--- config.mk ---
export PLATFORM = sky130hd
export DESIGN_NAME = mac_tx_stream_flat
export DESIGN_NICKNAME = d
export VERILOG_FILES = /design/src/rtl/mac_tx_stream_if.sv /design/src/rtl/mac_tx_stream.sv /design/src/flat_wrapper.sv
export SDC_FILE = /design/constraint.sdc
export NUM_CORES = 1
export LEC_CHECK = 0
export ABC_AREA = 1
export CORE_MARGIN = 5
export CORE_UTILIZATION = 28
export CTS_CLUSTER_DIAMETER = 150
export DETAILED_ROUTE_END_ITERATION = 10
export PLACE_DENSITY_LB_ADDON = 0.3
export SYNTH_ARGS = -nofsm -noshare
export SYNTH_HDL_FRONTEND = slang
export SYNTH_SLANG_ARGS = --single-unit
--- constraint.sdc ---
create_clock -name clk -period 3.3 [get_ports clk]
set_input_delay 0.33 -clock clk [delete_from_list [all_inputs] [get_ports clk]]
set_output_delay 0.33 -clock clk [all_outputs]
set_load 0.02 [all_outputs]
--- src/rtl/mac_tx_stream_if.sv ---
// Upstream stream bundle of the transmit MAC: frame length and payload words,
// each on its own valid/ready handshake.
interface mac_tx_stream_if #(
  parameter int LEN_BITS = 9
);
  logic [LEN_BITS-1:0] len;
  logic                len_valid;
  logic                len_ready;
  logic [31:0]         data;
  logic                data_valid;
  logic                data_ready;

  // The queue feeding frames into the MAC.
  modport master (
    output len, len_valid, data, data_valid,
    input  len_ready, data_ready
  );

  // The MAC itself.
  modport slave (
    input  len, len_valid, data, data_valid,
    output len_ready, data_ready
  );
endinterface

--- src/rtl/mac_tx_stream.sv ---
// Ethernet transmit MAC: turns a length plus a stream of 32-bit words into
// preamble/SFD, header, payload, padding and FCS on an RMII (2-bit) or MII
// (4-bit) PHY bus. Every field is handled as 32-bit words held in one shift
// register that is reloaded on the last cycle of each word.
module mac_tx_stream #(
  parameter int          PHY_BITS  = 2,   // 2 = RMII, 4 = MII; nothing else
  parameter int          LEN_BITS  = 9,
  parameter logic [15:0] ETHERTYPE = 16'h5139,
  parameter int          MIN_WORDS = 11,
  parameter int          IFG_BYTES = 12
) (
  input  logic                clk,
  input  logic                rst,
  input  logic                enable_i,
  mac_tx_stream_if.slave      s_if,
  input  logic [47:0]         src_mac_i,
  input  logic [47:0]         dst_mac_i,
  output logic [PHY_BITS-1:0] txd_o,
  output logic                tx_en_o,
  output logic                busy_o,
  output logic                underrun_o,
  output logic [15:0]         seq_o
);

  localparam int WORD_CYC = 32 / PHY_BITS;
  localparam int CNT_W    = $clog2(WORD_CYC);
  // The IDLE cycle that takes the next length is itself a quiet cycle, so
  // GAP lasts one cycle less than the full inter-frame gap.
  localparam int GAP_CYC  = IFG_BYTES * 8 / PHY_BITS;
  localparam int GAP_W    = $clog2(GAP_CYC + 1);
  localparam logic [31:0] CRC_POLY = 32'hEDB88320;

  typedef enum logic [2:0] {
    S_IDLE, S_PRE, S_HDR, S_PAY, S_PAD, S_FCS, S_GAP
  } state_t;

  state_t              state_q, state_d;
  logic [CNT_W-1:0]    cnt_q, cnt_d;       // cycle within the current word
  logic [LEN_BITS-1:0] wcnt_q, wcnt_d;     // word within the current state
  logic [31:0]         sh_q, sh_d;         // word on the wire, next bits in the LSBs
  logic [31:0]         crc_q, crc_d;
  logic [LEN_BITS-1:0] len_q, len_d;
  logic [15:0]         seq_q, seq_d;
  logic                bad_q, bad_d;       // frame lost a word, FCS gets corrupted
  logic                underrun_q, underrun_d;
  logic [GAP_W-1:0]    gap_q, gap_d;
  logic                word_end;
  logic                load_pay;
  logic [31:0]         fcs_word;

  // Reorder a word so that shifting right emits MSB byte first, LSB bit first.
  function automatic logic [31:0] wire_order(input logic [31:0] w);
    return {w[7:0], w[15:8], w[23:16], w[31:24]};
  endfunction

  // Reflected CRC-32 over the PHY_BITS bits leaving this cycle, bit 0 first.
  function automatic logic [31:0] crc_step(input logic [31:0] c,
                                           input logic [PHY_BITS-1:0] d);
    logic [31:0] r;
    r = c;
    for (int i = 0; i < PHY_BITS; i++)
      r = (r >> 1) ^ ((r[0] ^ d[i]) ? CRC_POLY : 32'h0);
    return r;
  endfunction

  // Register all frame state; rst abandons any frame in flight.
  // NOTE: sequential state uses non-blocking assignments only, so every
  // register samples the values from before the edge.
  always_ff @(posedge clk) begin
    if (rst) begin
      state_q    <= S_IDLE;
      cnt_q      <= '0;
      wcnt_q     <= '0;
      sh_q       <= '0;
      crc_q      <= '1;
      len_q      <= '0;
      seq_q      <= '0;
      bad_q      <= 1'b0;
      underrun_q <= 1'b0;
      gap_q      <= '0;
    end else begin
      state_q    <= state_d;
      cnt_q      <= cnt_d;
      wcnt_q     <= wcnt_d;
      sh_q       <= sh_d;
      crc_q      <= crc_d;
      len_q      <= len_d;
      seq_q      <= seq_d;
      bad_q      <= bad_d;
      underrun_q <= underrun_d;
      gap_q      <= gap_d;
    end
  end

  // Next state, word sequencing, CRC update and handshakes.
  // NOTE: every variable gets a default before the case so that no path
  // leaves one unassigned, which would infer a latch.
  always_comb begin
    state_d         = state_q;
    cnt_d           = cnt_q + 1'b1;
    wcnt_d          = wcnt_q;
    sh_d            = sh_q >> PHY_BITS;
    crc_d           = crc_q;
    len_d           = len_q;
    seq_d           = seq_q;
    bad_d           = bad_q;
    underrun_d      = underrun_q;
    gap_d           = gap_q;
    load_pay        = 1'b0;
    s_if.len_ready  = 1'b0;
    s_if.data_ready = 1'b0;
    word_end        = (cnt_q == CNT_W'(WORD_CYC - 1));

    if (state_q inside {S_HDR, S_PAY, S_PAD})
      crc_d = crc_step(crc_q, sh_q[PHY_BITS-1:0]);
    // crc_d already includes the bits leaving this cycle.
    fcs_word = bad_q ? crc_d : ~crc_d;

    case (state_q)
      S_IDLE: begin
        cnt_d          = '0;
        s_if.len_ready = enable_i;
        if (enable_i && s_if.len_valid) begin
          len_d   = s_if.len;
          bad_d   = 1'b0;
          crc_d   = '1;
          wcnt_d  = '0;
          sh_d    = wire_order(32'h55555555);
          state_d = S_PRE;
        end
      end
      S_PRE: if (word_end) begin
        if (wcnt_q == '0) begin
          wcnt_d = wcnt_q + 1'b1;
          sh_d   = wire_order(32'h555555D5);
        end else begin
          wcnt_d  = '0;
          sh_d    = wire_order(dst_mac_i[47:16]);
          state_d = S_HDR;
        end
      end
      S_HDR: if (word_end) begin
        wcnt_d = wcnt_q + 1'b1;
        case (wcnt_q[1:0])
          2'd0:    sh_d = wire_order({dst_mac_i[15:0], src_mac_i[47:32]});
          2'd1:    sh_d = wire_order(src_mac_i[31:0]);
          2'd2:    sh_d = wire_order({ETHERTYPE, seq_q});
          default: begin
            seq_d    = seq_q + 1'b1;
            wcnt_d   = '0;
            load_pay = 1'b1;
            state_d  = S_PAY;
          end
        endcase
      end
      S_PAY: if (word_end) begin
        wcnt_d = wcnt_q + 1'b1;
        if (wcnt_q == len_q - 1'b1) begin
          wcnt_d = '0;
          if (len_q < LEN_BITS'(MIN_WORDS)) begin
            sh_d    = '1;
            state_d = S_PAD;
          end else begin
            sh_d    = fcs_word;
            state_d = S_FCS;
          end
        end else begin
          load_pay = 1'b1;
        end
      end
      S_PAD: if (word_end) begin
        wcnt_d = wcnt_q + 1'b1;
        if (wcnt_q == LEN_BITS'(MIN_WORDS) - len_q - 1'b1) begin
          wcnt_d  = '0;
          sh_d    = fcs_word;
          state_d = S_FCS;
        end else begin
          sh_d = '1;
        end
      end
      S_FCS: if (word_end) begin
        gap_d   = '0;
        state_d = S_GAP;
      end
      S_GAP: begin
        cnt_d = '0;
        gap_d = gap_q + 1'b1;
        if (gap_q == GAP_W'(GAP_CYC - 2)) state_d = S_IDLE;
      end
      default: state_d = S_IDLE;
    endcase

    // The payload word is taken in the last cycle of the previous word; a
    // missing word is replaced by all-ones and the frame is poisoned.
    if (load_pay) begin
      s_if.data_ready = 1'b1;
      if (s_if.data_valid) begin
        sh_d = wire_order(s_if.data);
      end else begin
        sh_d       = '1;
        bad_d      = 1'b1;
        underrun_d = 1'b1;
      end
    end

    if (rst) begin
      s_if.len_ready  = 1'b0;
      s_if.data_ready = 1'b0;
    end
  end

  assign tx_en_o    = (state_q inside {S_PRE, S_HDR, S_PAY, S_PAD, S_FCS});
  assign txd_o      = tx_en_o ? sh_q[PHY_BITS-1:0] : '0;
  assign busy_o     = (state_q != S_IDLE);
  assign underrun_o = underrun_q;
  assign seq_o      = seq_q;

endmodule

--- src/flat_wrapper.sv ---
// flat-port wrapper written by rule: the top's interface ports become plain ports
module mac_tx_stream_flat 
#(
  parameter int          PHY_BITS  = 2,                                     
  parameter int          LEN_BITS  = 9,
  parameter logic [15:0] ETHERTYPE = 16'h5139,
  parameter int          MIN_WORDS = 11,
  parameter int          IFG_BYTES = 12
)
  (clk, rst, enable_i, src_mac_i, dst_mac_i, txd_o, tx_en_o, busy_o, underrun_o, seq_o, s_if_len, s_if_len_valid, s_if_data, s_if_data_valid, s_if_len_ready, s_if_data_ready);
  mac_tx_stream_if #(.LEN_BITS(LEN_BITS)) s_if_i ();
  input  logic clk;
  input  logic rst;
  input  logic enable_i;
  input  logic [47:0] src_mac_i;
  input  logic [47:0] dst_mac_i;
  output logic [PHY_BITS-1:0] txd_o;
  output logic tx_en_o;
  output logic busy_o;
  output logic underrun_o;
  output logic [15:0] seq_o;
  input wire logic [$bits(s_if_i.len)-1:0] s_if_len;
  input wire logic [$bits(s_if_i.len_valid)-1:0] s_if_len_valid;
  input wire logic [$bits(s_if_i.data)-1:0] s_if_data;
  input wire logic [$bits(s_if_i.data_valid)-1:0] s_if_data_valid;
  output wire logic [$bits(s_if_i.len_ready)-1:0] s_if_len_ready;
  output wire logic [$bits(s_if_i.data_ready)-1:0] s_if_data_ready;
  assign s_if_i.len = s_if_len;
  assign s_if_i.len_valid = s_if_len_valid;
  assign s_if_i.data = s_if_data;
  assign s_if_i.data_valid = s_if_data_valid;
  assign s_if_len_ready = s_if_i.len_ready;
  assign s_if_data_ready = s_if_i.data_ready;
  mac_tx_stream #(.PHY_BITS(PHY_BITS), .LEN_BITS(LEN_BITS), .ETHERTYPE(ETHERTYPE), .MIN_WORDS(MIN_WORDS), .IFG_BYTES(IFG_BYTES)) u_core (.clk(clk), .rst(rst), .enable_i(enable_i), .s_if(s_if_i), .src_mac_i(src_mac_i), .dst_mac_i(dst_mac_i), .txd_o(txd_o), .tx_en_o(tx_en_o), .busy_o(busy_o), .underrun_o(underrun_o), .seq_o(seq_o));
endmodule
; After elaboration in Yosys (flattened, before gate mapping)
; Index checks and enable logic that the tools add are counted.
[classes]
n_reduce_logical = 17
bitwise = 7
magnitude_cmp = 1
n_eq_ne = 23
mux = 58
n_addsub = 7
[op_table]
columns = op, n
row1 = 32-bit 2-to-1 mux, 16
row2 = 32-bit case mux with 5 select lines, 1
row3 = 32-bit case mux with 3 select lines, 1
row4 = 9-bit 2-to-1 mux, 9
row5 = 31-bit by 32-bit XOR with 32-bit output, 2
row6 = 9-bit case mux with 5 select lines, 1
row7 = 3-bit 2-to-1 mux, 11
row8 = 32-bit inverter, 1
row9 = 31-bit 2-to-1 mux, 1
row10 = 3-bit case mux with 7 select lines, 1
row11 = 9-bit equality test, 2
row12 = "2-bit by 1-bit inequality test with 1-bit output, second input constant", 9
row13 = "9-bit by 1-bit subtractor with 9-bit output, second input constant", 2
row14 = "16-bit by 1-bit adder with 16-bit output, second input constant", 1
row15 = 1-bit 2-to-1 mux, 13
row16 = 6-bit case mux with 2 select lines, 1
row17 = 11-bit AND reduction, 1
row18 = 5-bit nonzero test, 2
row19 = "9-bit by 1-bit adder with 9-bit output, second input constant", 1
row20 = "3-bit equality test, second input constant", 3
row21 = 9-bit logical NOT, 1
row22 = "9-bit by 4-bit less-than comparator with 1-bit output, second input constant", 1
row23 = "4-bit by 9-bit subtractor with 9-bit output, first input constant", 1
row24 = "6-bit by 1-bit adder with 6-bit output, second input constant", 1
row25 = 22 further kinds, 30
[word_totals]
in_bits = 142
ff_bits = 113
out_inout_bits = 23
wordCells = 123

; Depth between registers and ports, before layout
; Gate-level depths: netlist of run 1.
[depth]
depth_word = 14
ltp_mapped = 19
ltp_nobuf = 18

; Worst setup path before layout of run 1
; Ideal clock, no wire load.
[synth_path]
kind = reg-to-output
start = register u_core.len_q[0]
end = output port s_if_data_ready
slack_ns = 1.184
path_buffers = 1
required_time_ns = 2.970
arrival_ns = 1.786
stages_incl_launch_ff = 14
path_cell_list = dfxtp_1 inv_1 ha_1 nand3_1 nor2_1 nand2_1 nand2_1 nand2_2 nand3_2 nor2_4 o21ai_4 nand2_4 nor2_8 buf_6
[synth_via]
elab_chain_cells = 7
[synth_rtl]
columns = item, line
row1 = "start, declared", mac_tx_stream.sv:42  ; logic [LEN_BITS-1:0] len_q, len_d;
row2 = "start signal, assigned", mac_tx_stream.sv:87  ; len_q <= len_d;
row3 = 9-bit by 1-bit subtractor with 9-bit output, mac_tx_stream.sv:158  ; if (wcnt_q == len_q - 1'b1) begin
row4 = 9-bit equality test, mac_tx_stream.sv:158
row5 = 1-bit 2-to-1 mux, mac_tx_stream.sv:158
row6 = 1-bit 2-to-1 mux, mac_tx_stream.sv:156  ; S_PAY: if (word_end) begin
row7 = 1-bit case mux with 2 select lines, mac_tx_stream.sv:119  ; case (state_q)
row8 = 1-bit 2-to-1 mux, mac_tx_stream.sv:195  ; if (load_pay) begin
row9 = 1-bit 2-to-1 mux, mac_tx_stream.sv:206  ; if (rst) begin
row10 = "end, declared", flat_wrapper.sv:27  ; output wire logic [$bits(s_if_i.data_ready)-1:0] s_if_data_ready;
; No other way between the ends.

; Final worst setup path of run 1
[layout_path]
start = register u_core.state_q[0]
end = output port tx_en_o
[layout_via]
elab_chain_cells = 2
word_cells_on_any_way = 6
classes_between = eq/ne: 5 / reduce/logical: 1
[layout_rtl]
columns = item, line
row1 = "start, declared", mac_tx_stream.sv:37  ; state_t state_q, state_d;
row2 = "start signal, assigned", mac_tx_stream.sv:82  ; state_q <= state_d;
row3 = "3-bit by 1-bit equality test with 1-bit output, or another cell as far along", mac_tx_stream.sv:212  ; assign tx_en_o = (state_q inside {S_PRE, S_HDR, S_PAY, S_PAD, S_FCS});
row4 = 5-bit nonzero test *, mac_tx_stream.sv:212
row5 = "end, declared", flat_wrapper.sv:18  ; output logic tx_en_o;
; Every way passes the cells marked *; elsewhere a longest branch is shown, timed or not.

==> results of run 1 <==
logic make-up after synthesis:
kind of cell,after synthesis,share of synthesized area [%]
AOI/OAI and AO/OA,329,19.22
adders and majority gates,11,1.482
xor gates and xnor gates,44,4.149
buffers and inverters,230,10.61
and+or+nand+nor,873,40.18
DFF,113,24.35
power by group through the flow:
| stage | Sequential [mW] | Clock [mW] | Combinational, mW |
|---|---|---|---|
| floorplan | 1.64 | 0 | 1.38 |
| global placement | 1.67 | 0 | 2.01 |
| detailed placement | 1.68 | 0 | 2.03 |
| CTS | 1.65 | 2.09 | 2.04 |
| global route | 1.68 | 2.15 | 2.29 |
| finish | 1.66 | 2.07 | 2.05 |
layout by cell type, fill, tap and decap left out, drive strengths merged:
cell type      count
clkdlybuf4s50    163
nand3            110
nor3              16
inv              136
o211ai            25
nand2            579
dfxtp            113
a211oi             4
a31oi             11
xnor2              1
buf               37
nand4             40
nor3b              4
clkinv             8
or2               11
o21ai            130
ha                11
dlymetal6s2s       1
bufinv             4
xor2              43
clkbuf            22
a221oi             8
a21oi            151
nor2             113
how the worst max path moves through the flow:
stage | to | slack, ns | startpoint
floorplan | s_if_data_ready | 1.18 | u_core.len_q[0]
global placement | s_if_data_ready | 0.50 | u_core.len_q[0]
detailed placement | s_if_data_ready | 0.43 | u_core.len_q[0]
CTS | s_if_data_ready | 0.008 | u_core.len_q[0]
global route | tx_en_o | 0.08 | u_core.state_q[1]
finish | tx_en_o | 0.18 | u_core.state_q[0]
flip-flops by register name, summed over array words and instances (netlist names):
register           flops
u_core.gap_q           6
u_core.cnt_q           4
u_core.seq_o          16
u_core.len_q           9
u_core.crc_q          32
u_core.bad_q           1
u_core.state_q         3
u_core.sh_q           32
u_core.wcnt_q          9
u_core.underrun_o      1
per-layer routing:
layer / share of wire [%] / up-vias / global-route usage, %
met3: 6.2 / 68 / 3.690
met4: 3.8 / 0 / 8.310
met2: 46 / 391 / 32.97
met5: 0 / - / 0
li1: - / 5488 / -
met1: 44 / 5075 / 25.74
cell type report:
class	count	area share, %
clock buffers	22	4.130
well taps	442	4.621
multi-input cells	1257	50.65
clock inverters	9	1.275
repair buffers	201	16.06
inverters	139	4.360
flip-flops and latches	113	18.90
synth_stat cells (5+ instances only):
| cell type | n | area (um^2) |
|---|---|---|
| a21oi_1 | 150 | 750.7 |
| or2_2 | 8 | 50.05 |
| ha_1 | 11 | 137.6 |
| inv_2 | 13 | 48.80 |
| buf_1 | 9 | 33.78 |
| xor2_1 | 43 | 376.6 |
| clkbuf_1 | 45 | 168.9 |
| nand3_1 | 105 | 525.5 |
| nor3_1 | 13 | 65.06 |
| o21ai_1 | 35 | 175.2 |
| buf_6 | 11 | 123.9 |
| a221oi_1 | 8 | 70.07 |
| nor2_2 | 6 | 37.54 |
| nand2_2 | 9 | 56.30 |
| nand4_1 | 40 | 250.2 |
| o211ai_1 | 25 | 187.7 |
| nor2_1 | 101 | 379.1 |
| o21ai_0 | 94 | 470.5 |
| a31oi_1 | 11 | 68.82 |
| dfxtp_1 | 113 | 2262 |
| nand3_2 | 5 | 50.05 |
| nand2_1 | 568 | 2132 |
| inv_1 | 123 | 461.7 |
| buf_2 | 23 | 115.1 |
through the flow:
| stage | setup slack (ns) | area (um^2) | util, % |
|---|---|---|---|
| 3_3_place_gp | 0.4968 | 11310 | 34.67 |
| 5_1_grt | 0.08318 | 11970 | 36.69 |
| 4_1_cts | 0.007650 | 11970 | 36.68 |
| 6_report | 0.1828 | 11970 | 36.69 |
| 2_1_floorplan | 1.184 | 9289 | - |
| 3_5_place_dp | 0.4345 | 11310 | 34.67 |
worst max-delay path, cell delays in order, from the launching register on:
cell,delay [ns]
dfxtp_1,0.41
nor2_1,0.10
nand2_1,0.21
buf_4,0.35
clkinv_1,0.16
nor3_2,0.35
inv_1,0.20
clkdlybuf4s50_1,0.59
what timing repair did:
action	4_1_cts	5_1_grt
cloned	0	0
pin swaps	0	0
gates resized for setup	1	1
endpoints found under the setup margin	1	1
==> results_dict.tcl, run 1 <==
set metrics [dict create \
    ant_nets 0 \
    portBuffers 164 \
    grt_max_degree 65 \
    crit_type "flip-flop to output pin" \
    cts_tree "done" \
    slew_headroom_pct 48.62 \
    syn_avg_cell_area_um2 5.806 \
    min_period_ns 3.117 \
    hp-class "flip-flop to flip-flop" \
    r2r_cells 15 \
    path_max_fanout 17 \
    fill_cells 3557 \
    track_usage_pct 20.03 \
    hold_depth 2 \
    clockBufferDepth 2 \
    worst_pin_slew_ns 0.7707 \
    routed-via-count 11020 \
    post_cts_buffers 0 \
    p_sw_mw 2.174 \
    htreeDepth 4 \
    fin_crit_sh_pct 94.46 \
    root_buffer "clkbuf_16" \
    holdPathEnd "u_core.underrun_o" \
    areaGrowthSynthToFinish_pct 28.84 \
    ios 165 \
    holdWs_ns 0.4602 \
    die_area_um2 36920 \
    numClockSinks 113 \
    p_clk_share_pct 35.8 \
    fin_skew_ns 0.01394 \
    synth.distinct_cells 36 \
    critPathLaunchType "flip-flop" \
    p_per_area_nw_per_um2 482.4 \
    synth.yosys.seq_area_share_pct 24.35 \
    reg2reg_slack_ns 0.49 \
    gp_congestion 0.8597 \
    seqCellArea_um2 2262 \
    power.share.sequential_pct 28.7 \
    rsz0062_at_grt "no" \
    async_flop_share_pct 0 \
    initial_core_util_pct 28.48 \
    n_antenna_cell 0 \
    dp_cells 2152 \
    first_pass_iters 6 \
    hold_viol 0 \
    via_per_inst 5.049 \
    wirelength_um 37580 \
    r2r_start "u_core.len_q[0]" \
    finalMaxSlewViolations 0 \
    fmax_ghz 0.3208 \
    leakage_nw 5.023 \
    wl_per_cell_um 17.22 \
    grt_pass1_vias 10510 \
    cp_data_required_time_ns 2.97 \
    clkTransAtPathRegs_ns 0.06 \
    syn_area_um2 9289 \
    overflow 0 \
    synth_seq_cells 113 \
    die_h_um 192.1 \
    fin_cells 2183 \
    maxCapViolations 0 \
    synth_nets 1753 \
    multiInputGateArea_um2 6062 \
    dp_hpwl_um 27510 \
    totalPowerFinal_mw 5.774 \
    critical_path_arrival_ns 2.79 \
    nNetsFinal 1882 \
    ys.flop_type "dfxtp_1" \
    ir_worst_vdd_mv 0.4261 \
    finalSetupTns_ns 0 \
    drc 0 \
    antenna_found_initial 0 \
    synth_cells 1600 \
    min_from "u_core.underrun_o" \
    synth_edf_count 0 \
    rows 66 \
    cts_hold_buffers 0 \
    combPwrFrac_pct 35.5 \
    r2r_end "u_core.sh_q[1]" \
    end_kind "output pin" \
    status "completed" \
    ys_warn_count 0 \
    switching_share_pct 37.65 \
    die_x_um 192.1 \
    worst_skew_pair.late_latency_ns 0.43 \
    drtIter0Drc 886 \
    core_um2 32620 \
    grt_pass1_wl_um 58460 \
    drive_above_1_share_pct 7.237 \
    cts_inserted_buffers 17 \
    p_int_mw 3.600 \
    setup-violations-final 0 \
]
(Power assumes the default switching activity.)
==> inputs of run 2 (changes only) <==
--- a/config.mk
+++ b/config.mk
@@ -6,10 +6,12 @@
 export NUM_CORES = 1
 export LEC_CHECK = 0
 export ABC_AREA = 1
+export CORE_ASPECT_RATIO = 1.5
 export CORE_MARGIN = 5
 export CORE_UTILIZATION = 28
 export CTS_CLUSTER_DIAMETER = 150
 export DETAILED_ROUTE_END_ITERATION = 10
+export DONT_BUFFER_PORTS = 1
 export PLACE_DENSITY_LB_ADDON = 0.3
 export SYNTH_ARGS = -nofsm -noshare
 export SYNTH_HDL_FRONTEND = slang
==> run 2 against run 1 <==
Compared with the run above: sequential share of layout area increased by 3.2 points; critical endpoint is now s_if_data_ready; largest power group is now combinational cells; largest cell class unchanged; final cell count decreased by 8.7%; global-route usage decreased by 0.76 points; clock-buffer cell count increased by 2.
==> results_dict.tcl, run 2 (same netlist as run 1, synthesis figures left out) <==
set metrics [dict create \
    grt_pass1_wl_um 56280 \
    die_x_um 158.7 \
    wirelength_um 36970 \
    crit_family "simple AND/OR/NAND/NOR gates" \
    portBuffers 0 \
    via_per_inst 5.198 \
    cts_hold_buffers 4 \
    clkTransAtPathRegs_ns 0.06 \
    ant_nets 0 \
    finalCoreUtilization_pct 31.26 \
    cp_common_cell "nand2_1" \
    final_cell_mix "nand2_1, a21oi_1, inv_1, dfxtp_1, nand3_1" \
    crit_type "flip-flop to output pin" \
    critPathLaunchType "flip-flop" \
    finalMaxSlewViolations 0 \
    worst_skew_pair.late_latency_ns 0.45 \
    die_h_um 233.1 \
    critical_path_arrival_ns 2.55 \
    grt_max_degree 42 \
    path_depth 12 \
    nNetsFinal 1720 \
    fmax_ghz 0.3475 \
    numClockSinks 113 \
    end_kind "output pin" \
    fill_cells 3661 \
    routed-via-count 10360 \
    wl_per_cell_um 18.54 \
    gp_congestion 0.9241 \
    hp-class "input pin to flip-flop" \
    cp_data_required_time_ns 2.97 \
    p_per_area_nw_per_um2 526.2 \
    overflow 0 \
    cp_cell_sequence "inv_1, ha_1, nand3_1, nor2_1, nand2_1, nand2_1, nand2_2, nand3_2, nor2_4, o21ai_4, nand2_4, nor2_8" \
    fin_crit_sh_pct 87.19 \
    maxCapViolations 0 \
    post_cts_buffers 0 \
    drive_above_1_share_pct 7.668 \
    status "completed" \
    fin_skew_ns 0.01354 \
    die_area_um2 36990 \
    finalSetupTns_ns 0 \
    ios 165 \
    core_um2 32740 \
    cp.buffers_inverters 1 \
    areaGrowthSynthToFinish_pct 10.17 \
    rsz0062_at_grt "no" \
    crit_slowest_cell "dfxtp_1" \
    track_usage_pct 19.27 \
    min_period_ns 2.877 \
    htreeDepth 4 \
    initial_core_util_pct 28.38 \
    leakage_nw 4.361 \
    dp_hpwl_um 28550 \
    rows 81 \
    root_buffer "clkbuf_16" \
    first_pass_iters 5 \
    r2r_cells 17 \
    ir_worst_vdd_mv 0.3551 \
    path_max_fanout 19 \
    clockBufferDepth 2 \
    setup-violations-final 0 \
    final_common_cell "nand2_1" \
    slew_headroom_pct 25.08 \
    grt_pass1_vias 10090 \
    cts_inserted_buffers 17 \
    drtIter0Drc 707 \
    hold_viol 0 \
    drc 0 \
    cp_slowest_stage_delay_ns 0.35 \
    hold_depth 2 \
    ctsResizeCount 0 \
    worst_pin_slew_ns 1.124 \
    antenna_found_initial 5 \
    cts_tree "done" \
]
-- run 2: cell types whose count changed in the layout (fill, tap and decap cells not counted), sizes merged, moves of 2 or more --
cell           before  now
dlygate4sd3         0    4
buf                37   35
clkdlybuf4s50     163    0
clkbuf             22   24
bufinv              4    2
-- run 2: worst paths after layout --
check | to | slack (ns) | start
setup reg to reg | u_core.sh_q[26] | 0.49 | u_core.len_q[0]
hold / removal | u_core.sh_q[24] | 0.03 | s_if_data[0]
hold reg to reg | u_core.cnt_q[0] | 0.45 | u_core.cnt_q[0]
setup / recovery | s_if_data_ready | 0.42 | u_core.len_q[0]
-- run 2: per-layer routing --
layer	share of wire, %	vias to the layer above	GRT usage, %
met2	50	303	34.22
met3	5.6	105	4.413
met1	38	4784	20.61
li1	-	5162	-
met5	0.19	-	0
met4	6.1	10	12.00
-- run 2: final cells by class --
type | count | area, um^2 | share of cell area [%]
multi-input cells | 1257 | 6053 | 59.15
flip-flops and latches | 113 | 2262 | 22.11
inverters | 139 | 521.8 | 5.098
well taps | 415 | 519.2 | 5.074
clock buffers | 24 | 491.7 | 4.805
repair buffers | 39 | 302.8 | 2.959
clock inverters | 6 | 80.08 | 0.7825
diodes | 1 | 2.502 | 0.02445
-- run 2: power breakdown --
group          leakage [nW]  switching [mW]  internal, mW  total [mW]
Sequential            0.918           0.140          1.52        1.66
Clock                 0.286           0.675          1.17        1.85
Combinational          3.16            1.30         0.573        1.88
Total                  4.36            2.12          3.27        5.38
-- run 2: stage by stage --
stage | std cells | setup slack, ns | area [um^2] | power [mW] | hold WS (ns)
floorplan | 1600 | 1.184 | 9289 | 3.016 | 0.4176
global placement | 1959 | 0.6147 | 9619 | 3.537 | 0.4112
detailed placement | 1959 | 0.5017 | 9619 | 3.536 | 0.4114
CTS | 1993 | 0.4092 | 10230 | 5.427 | 0.003385
global route | 1993 | 0.2124 | 10230 | 5.730 | 0.02565
finish | 1994 | 0.4226 | 10230 | 5.385 | 0.02845
-- run 2: worst register-to-register path: cells and delay by family (launching register included) --
| family | cells | cell delay, ns |
|---|---|---|
| adders and majority gates | 1 | 0.32 |
| buffers and inverters | 2 | 0.17 |
| DFF | 1 | 0.40 |
| and+or+nand+nor | 14 | 1.81 |
